==> config.mk <==
export PLATFORM = sky130hd
export DESIGN_NAME = fft_frame_loader
export DESIGN_NICKNAME = d
export VERILOG_FILES = /design/src/rtl/fft_frame_loader.sv
export SDC_FILE = /design/constraint.sdc
export NUM_CORES = 2
export LEC_CHECK = 0
export BUFFER_PORTS_ARGS = -buffer_cell sky130_fd_sc_hd__buf_2
export CAP_MARGIN = 5
export CORE_ASPECT_RATIO = 0.9
export CORE_UTILIZATION = 55
export DETAILED_ROUTE_END_ITERATION = 8
export HOLD_SLACK_MARGIN = 0.1
export PLACE_DENSITY_LB_ADDON = 0.15
export SYNTH_ARGS = -nofsm -noshare
export SYNTH_HDL_FRONTEND = slang
export SYNTH_SLANG_ARGS = --single-unit
export TNS_END_PERCENT = 1
==> constraint.sdc <==
create_clock -name clk -period 70.4 [get_ports clk]
set_input_delay 7.04 -clock clk [delete_from_list [all_inputs] [get_ports clk]]
set_output_delay 7.04 -clock clk [all_outputs]
set_load 0.01 [all_outputs]
==> src/rtl/fft_frame_loader.sv <==
// Serial-to-parallel frame loader that feeds the 16-point FFT: a fill buffer plus an output holding register.
// Optional start-of-frame realignment via `define FFT_FRAME_LOADER_SOF_EN (adds s_sof, drives frame_err).
module fft_frame_loader #(
  parameter int unsigned N_POINTS = 16,
  parameter int unsigned DATA_W   = 16
) (
  input  logic                         clk,
  input  logic                         rst,
  input  logic                         s_valid,
  output logic                         s_ready,
  input  logic [DATA_W-1:0]            s_real,
  input  logic [DATA_W-1:0]            s_im,
`ifdef FFT_FRAME_LOADER_SOF_EN
  input  logic                         s_sof,
`endif
  output logic                         m_valid,
  input  logic                         m_ready,
  output logic [N_POINTS*DATA_W-1:0]   m_frame_real,
  output logic [N_POINTS*DATA_W-1:0]   m_frame_im,
  output logic                         frame_err
);

  localparam int unsigned CNT_W   = $clog2(N_POINTS);
  localparam int unsigned FRAME_W = N_POINTS * DATA_W;
  localparam logic [CNT_W-1:0] LastIdx = CNT_W'(N_POINTS - 1);

  typedef enum logic {StFill, StFull} state_e;

  state_e             state;
  logic [CNT_W-1:0]   wr_cnt;
  logic [FRAME_W-1:0] fill_real;
  logic [FRAME_W-1:0] fill_im;
  logic               accept;
  logic               out_free;
  logic               sof_restart;

  assign s_ready  = !rst && (state == StFill);
  assign accept   = s_valid && s_ready;
  assign out_free = !m_valid || m_ready;

`ifdef FFT_FRAME_LOADER_SOF_EN
  logic frame_err_q;
  assign sof_restart = s_sof && (wr_cnt != '0);
  assign frame_err   = frame_err_q;
`else
  assign sof_restart = 1'b0;
  assign frame_err   = 1'b0;
`endif

  always_ff @(posedge clk or posedge rst) begin
    if (rst) begin
      state        <= StFill;
      wr_cnt       <= '0;
      m_valid      <= 1'b0;
      m_frame_real <= '0;
      m_frame_im   <= '0;
      fill_real    <= '0;
      fill_im      <= '0;
`ifdef FFT_FRAME_LOADER_SOF_EN
      frame_err_q  <= 1'b0;
`endif
    end else begin
      // Consumption clears m_valid; a load on the same edge below overrides it.
      if (m_valid && m_ready) m_valid <= 1'b0;
      unique case (state)
        StFill: begin
          if (accept) begin
            if (sof_restart) begin
              // Realign: drop the partial frame and restart at slot 0.
              fill_real[DATA_W-1:0] <= s_real;
              fill_im[DATA_W-1:0]   <= s_im;
              wr_cnt                <= CNT_W'(1);
`ifdef FFT_FRAME_LOADER_SOF_EN
              frame_err_q           <= 1'b1;
`endif
            end else begin
              fill_real[wr_cnt*DATA_W +: DATA_W] <= s_real;
              fill_im[wr_cnt*DATA_W +: DATA_W]   <= s_im;
              if (wr_cnt == LastIdx) begin
                wr_cnt <= '0;
                if (out_free) begin
                  // Bypass the last sample straight into the output register.
                  m_frame_real <= {s_real, fill_real[FRAME_W-DATA_W-1:0]};
                  m_frame_im   <= {s_im, fill_im[FRAME_W-DATA_W-1:0]};
                  m_valid      <= 1'b1;
                end else begin
                  state <= StFull;
                end
              end else begin
                wr_cnt <= wr_cnt + CNT_W'(1);
              end
            end
          end
        end
        StFull: begin
          if (out_free) begin
            m_frame_real <= fill_real;
            m_frame_im   <= fill_im;
            m_valid      <= 1'b1;
            state        <= StFill;
          end
        end
      endcase
    end
  end

endmodule

# --- Word level (Yosys, flattened, before mapping) ---
# Cells that the tools add are included.
# Widths: inputs -> output; s select.
totals:
  ff_bits: 1030
  wordCells: 48
  in_bits: 36
  out_inout_bits: 515
op_classes:
  mux: 22
  n_reduce_logical: 8
  addsub: 2
  n_eq_ne: 5
  shift: 3
  bitwise: 1
ops:
  columns: ["op", "count"]
  rows:
  - ["$mux 256", 8]
  - ["$pmux 256 s2", 2]
  - ["$bwmux 256", 2]
  - ["$shiftx 16x34->256", 2]
  - ["$shift 16x34->256 const A", 1]
  - ["$neg 8->34", 1]
  - ["$mux 1", 7]
  - ["$add 4x1->4 const B", 1]
  - ["$eq 4x4->1 const B", 1]
  - ["$mux 4", 1]
  - ["$ne 2x1->1 const B", 2]
  - ["$ne 2x2->1 const B", 2]
  - ["$pmux 1 s2", 2]
  - ["$reduce_and 4->1", 1]
  - ["$logic_and 1x1->1", 3]
  - ["$logic_not 1->1", 2]
  - ["$reduce_and 2->1", 1]
  - ["$logic_or 1x1->1", 1]
  - ["$not 1->1", 1]

# --- Depth between registers and ports, before layout ---
logic_depth:
  word_depth: 6
  ltp_mapped: 12
  mapped_depth_nobuf: 6

# --- Worst setup path before layout ---
# No wires, ideal clock.
synth_path:
  path_type: "input to register"
  from: "input port rst"
  to: "register m_frame_im[0]"
  stages: 7
  t_required_ns: 70.275
  slack_ns: 38.663
  setup_ns: 0.125
  n_path_buf: 3
  arrival_ns: 31.613
  cell_sequence: "inv_1 > a31oi_1 > nor2b_1 > clkbuf_1 > buf_2 > buf_4 > mux2_2"
synth_between:
  elab_chain_len: 5
synth_rtl:
  columns: ["element", "line", "text"]
  rows:
  - ["start, declared", "8", "input logic rst,"]
  - ["$logic_not 1->1 (no line)", null, null]
  - ["$logic_and 1x1->1", "37", "assign s_ready = !rst && (state == StFill);"]
  - ["$logic_and 1x1->1", "38", "assign accept = s_valid && s_ready;"]
  - ["$ne 2x2->1 (no line)", null, null]
  - ["$reduce_and 4->1 (no line)", null, null]
  - ["end signal, assigned", "84", "m_frame_im <= {s_im, fill_im[FRAME_W-DATA_W-1:0]};"]
  - ["end signal, assigned", "98", "m_frame_im <= fill_im;"]
  - ["end, declared", "19", "output logic [N_POINTS*DATA_W-1:0] m_frame_im,"]
# No other way between the ends.
# A chain may end at the register's enable or synchronous reset.

# --- Final worst setup path ---
layout_path:
  from: "input port rst"
  to: "output port s_ready"
layout_between:
  elab_chain_len: 2
layout_rtl:
  columns: ["element", "line", "text"]
  rows:
  - ["$logic_not 1->1 (no line)", null, null]
  - ["$logic_and 1x1->1", "37", null]
  - ["end, declared", "10", "output logic s_ready,"]
# No other way between the ends.

==> impl_metrics.ini <==
[routing]
wl_um = 114400
via_count = 26781
drtIter0Drc = 2523
drc_errors = 0
wl_per_cell_um = 24.96
postRouteAntennaNets = 0
via_per_inst = 5.845
first_pass_iters = 5

[setup_path]
worstPathMaxFanout = 4
critPathCaptureType = primary output
cp.required_ns = 63.36
critPathKind = in -> out
timing.critical_path.from_type = primary input
cp.arrival_ns = 7.48

[logic_synthesis]
avgSynthCellArea_um2 = 13.00
synth_seq_cells = 1030
synth_seq_area_share = 0.6415
synth_cell_types = 42
synth_area_leader_cell = dfrtp_1
synth.top_cell.area_share = 0.6415
synth_nets = 3129
synth_warnings = 0
synth_area_leaders = dfrtp_1 64%, mux2_2 16%, o21ai_0 5.7%, nand2_1 2.6%, a21o_1 2.0%
syn_inst = 3090
syn_area_um2 = 40180

[layout]
fin_nets = 3580
postLayoutCoreUtil = 0.6544
area_growth_pct = 17.13
postLayoutCellArea_um2 = 47060
drive_gt1_frac = 0.3851

[placement]
post_dp_cell_area_um2 = 43340
gp_congestion = 0.8260
dpl.hpwl_um = 71680
portBuffers = 549

[sta]
hold_viol = 0
rsz0062_at_grt = false
relSlewSlack = 0.1535
worst_slew_pin_slew_ns = 1.267
min_period_over_period = 0.2063
finalMaxSlewViolations = 0
finalCriticalPeriod_ns = 14.52
fin_worst_skew_ns = 0.02213
holdWs_ns = 0.4736
setup_viol = 0
fmax_mhz = 68.86
setup_tns_ns = 0

[outcome]
outcome = finished clean

[cts]
ctsResizeCount = 0
cts_buffer_depth = 3
postCtsHoldBufs = 0
cts.reportedPaths.clkPinSlew_ns = 0.06
cts_made_buffers = 102
cts_sinks = 1030
cts_root_buf = clkbuf_16
tritoncts = done
clk_latency_ns = 0.66
htreeDepth = 3
postCtsSetupBuffers = 0

[run]
cap_violations = 0

[floorplan]
io-pin-count = 551
die_w_um = 286.9
dieArea_um2 = 74140
coreArea_um2 = 71910
rows = 93
die_h_um = 258.4
initial_core_util = 0.5587

[global_routing]
grt-ovfl-total = 0
grt_max_degree = 188
grt_pass1_wl_um = 171800
antenna_found_initial = 8
grt_pass1_vias = 27158
grtUsageTotal = 0.3091

[hold_path]
hold_class = reg -> reg

[pwr]
ir_drop_mv = 0.02701
p_leak_nw = 25.24
power_density_nw_per_um2 = 36.50
[flip-flops by register name, summed over array words and instances, names as in the netlist]
register and count:
fill_im 256, m_valid 1, state 1, m_frame_im 256, fill_real 256, m_frame_real 256
wr_cnt 4
[stage by stage]
step / instances / worst slack, ns / power (mW)
3_5_place_dp: 4387 / 55.88 / 1.133
6_report: 4582 / 55.88 / 1.718
3_3_place_gp: 4387 / 55.90 / 1.114
2_1_floorplan: 3090 / 34.35 / 0.9901
5_1_grt: 4580 / 55.81 / 1.792
4_1_cts: 4580 / 55.88 / 1.725
[critical path, stage by stage]
cell,delay (ns)
buf_2,0.17
nor2_1,0.13
buf_2,0.14
[placed cells by master (no fill, tap or decap), types with 3 or more instances in the layout]
| cell type | count |
|---|---|
| inv_1 | 85 |
| buf_4 | 32 |
| buf_2 | 549 |
| a21o_1 | 106 |
| nand2_2 | 3 |
| and2_2 | 3 |
| mux2i_1 | 38 |
| nor3_1 | 108 |
| clkinv_2 | 23 |
| ha_1 | 3 |
| and3_1 | 18 |
| nand4_1 | 25 |
| o21ai_0 | 458 |
| clkbuf_16 | 104 |
| mux2_4 | 30 |
| nand3_1 | 41 |
| dfrtp_1 | 1029 |
| clkbuf_8 | 25 |
| clkbuf_1 | 18 |
| nor2_1 | 5 |
| nand3_2 | 4 |
| clkinv_8 | 3 |
| bufinv_16 | 16 |
| mux2_2 | 580 |
| buf_12 | 4 |
| nand2_1 | 281 |
[routing by layer]
metal  up-vias  GRT usage  share of wire
li1      11583          -              -
met1     13912     0.4099           0.40
met2      1057     0.4893           0.48
met3       229    0.07879          0.087
met4         0     0.1251          0.041
met5         -          0              0
[cell families (layout without fill, tap and decap cells)]
group / after synthesis / after routing / synth area share
simple gates: 513 / 513 / 0.05873
other cells: 1 / 3 / 0.00009334
fa+ha+maj: 3 / 3 / 0.0009344
buf+inv: 324 / 864 / 0.03709
compound gates: 568 / 568 / 0.07754
flops: 1030 / 1030 / 0.6415
xor+xnor: 3 / 3 / 0.0008410
mux: 648 / 648 / 0.1832
[cell usage after synthesis (all sizes together)]
cell    instances
o41ai           1
or3b            2
and3           18
a31oi           1
ha              3
nor2b           4
mux2i          38
nand4          25
inv            86
nand2         285
xor2            1
clkbuf        138
nor2            8
mux2          610
nor4b           1
conb            1
nand2b          1
o21ai         458
nor3b           3
and2            4
and4            2
nand3          46
a21o          106
buf           100
dfrtp        1030
nand3b          1
or3             2
nor3          111
o31ai           1
a21oi           1
xnor2           2
[path summary, 6_finish.rpt]
| check | start | endpoint | slack [ns] | cells past startpoint |
|---|---|---|---|---|
| setup / recovery | rst | s_ready | 55.88 | 3 |
| max in group asynchronous | rst | fill_real[148] | 60.54 | 5 |
| setup reg to reg | wr_cnt[0] | m_frame_im[127] | 65.28 | 9 |
| hold reg to reg | fill_real[82] | fill_real[82] | 0.47 | 1 |
| hold / removal | fill_real[82] | fill_real[82] | 0.47 | 1 |
| min in group asynchronous | rst | m_frame_real[183] | 6.63 | 2 |
[final cells by class]
| type | instances | area [um2] |
|---|---|---|
| diodes | 2 | 5.005 |
| clock buffers | 147 | 3014 |
| clock inverters | 46 | 700.7 |
| fillers | 5312 | 24850 |
| inverters | 86 | 330.3 |
| multi-input cells | 1736 | 12980 |
| flip-flops and latches | 1030 | 25780 |
| well taps | 950 | 1189 |
| repair buffers | 585 | 3068 |
[report_power, final]
| part | internal, mW | switching, mW | total [mW] |
|---|---|---|---|
| registers | 0.716 | 0.0692 | 0.785 |
| clock network | 0.358 | 0.234 | 0.592 |
| logic | 0.112 | 0.230 | 0.342 |
| total | 1.19 | 0.533 | 1.72 |
Power figures use the tool's default switching activity.
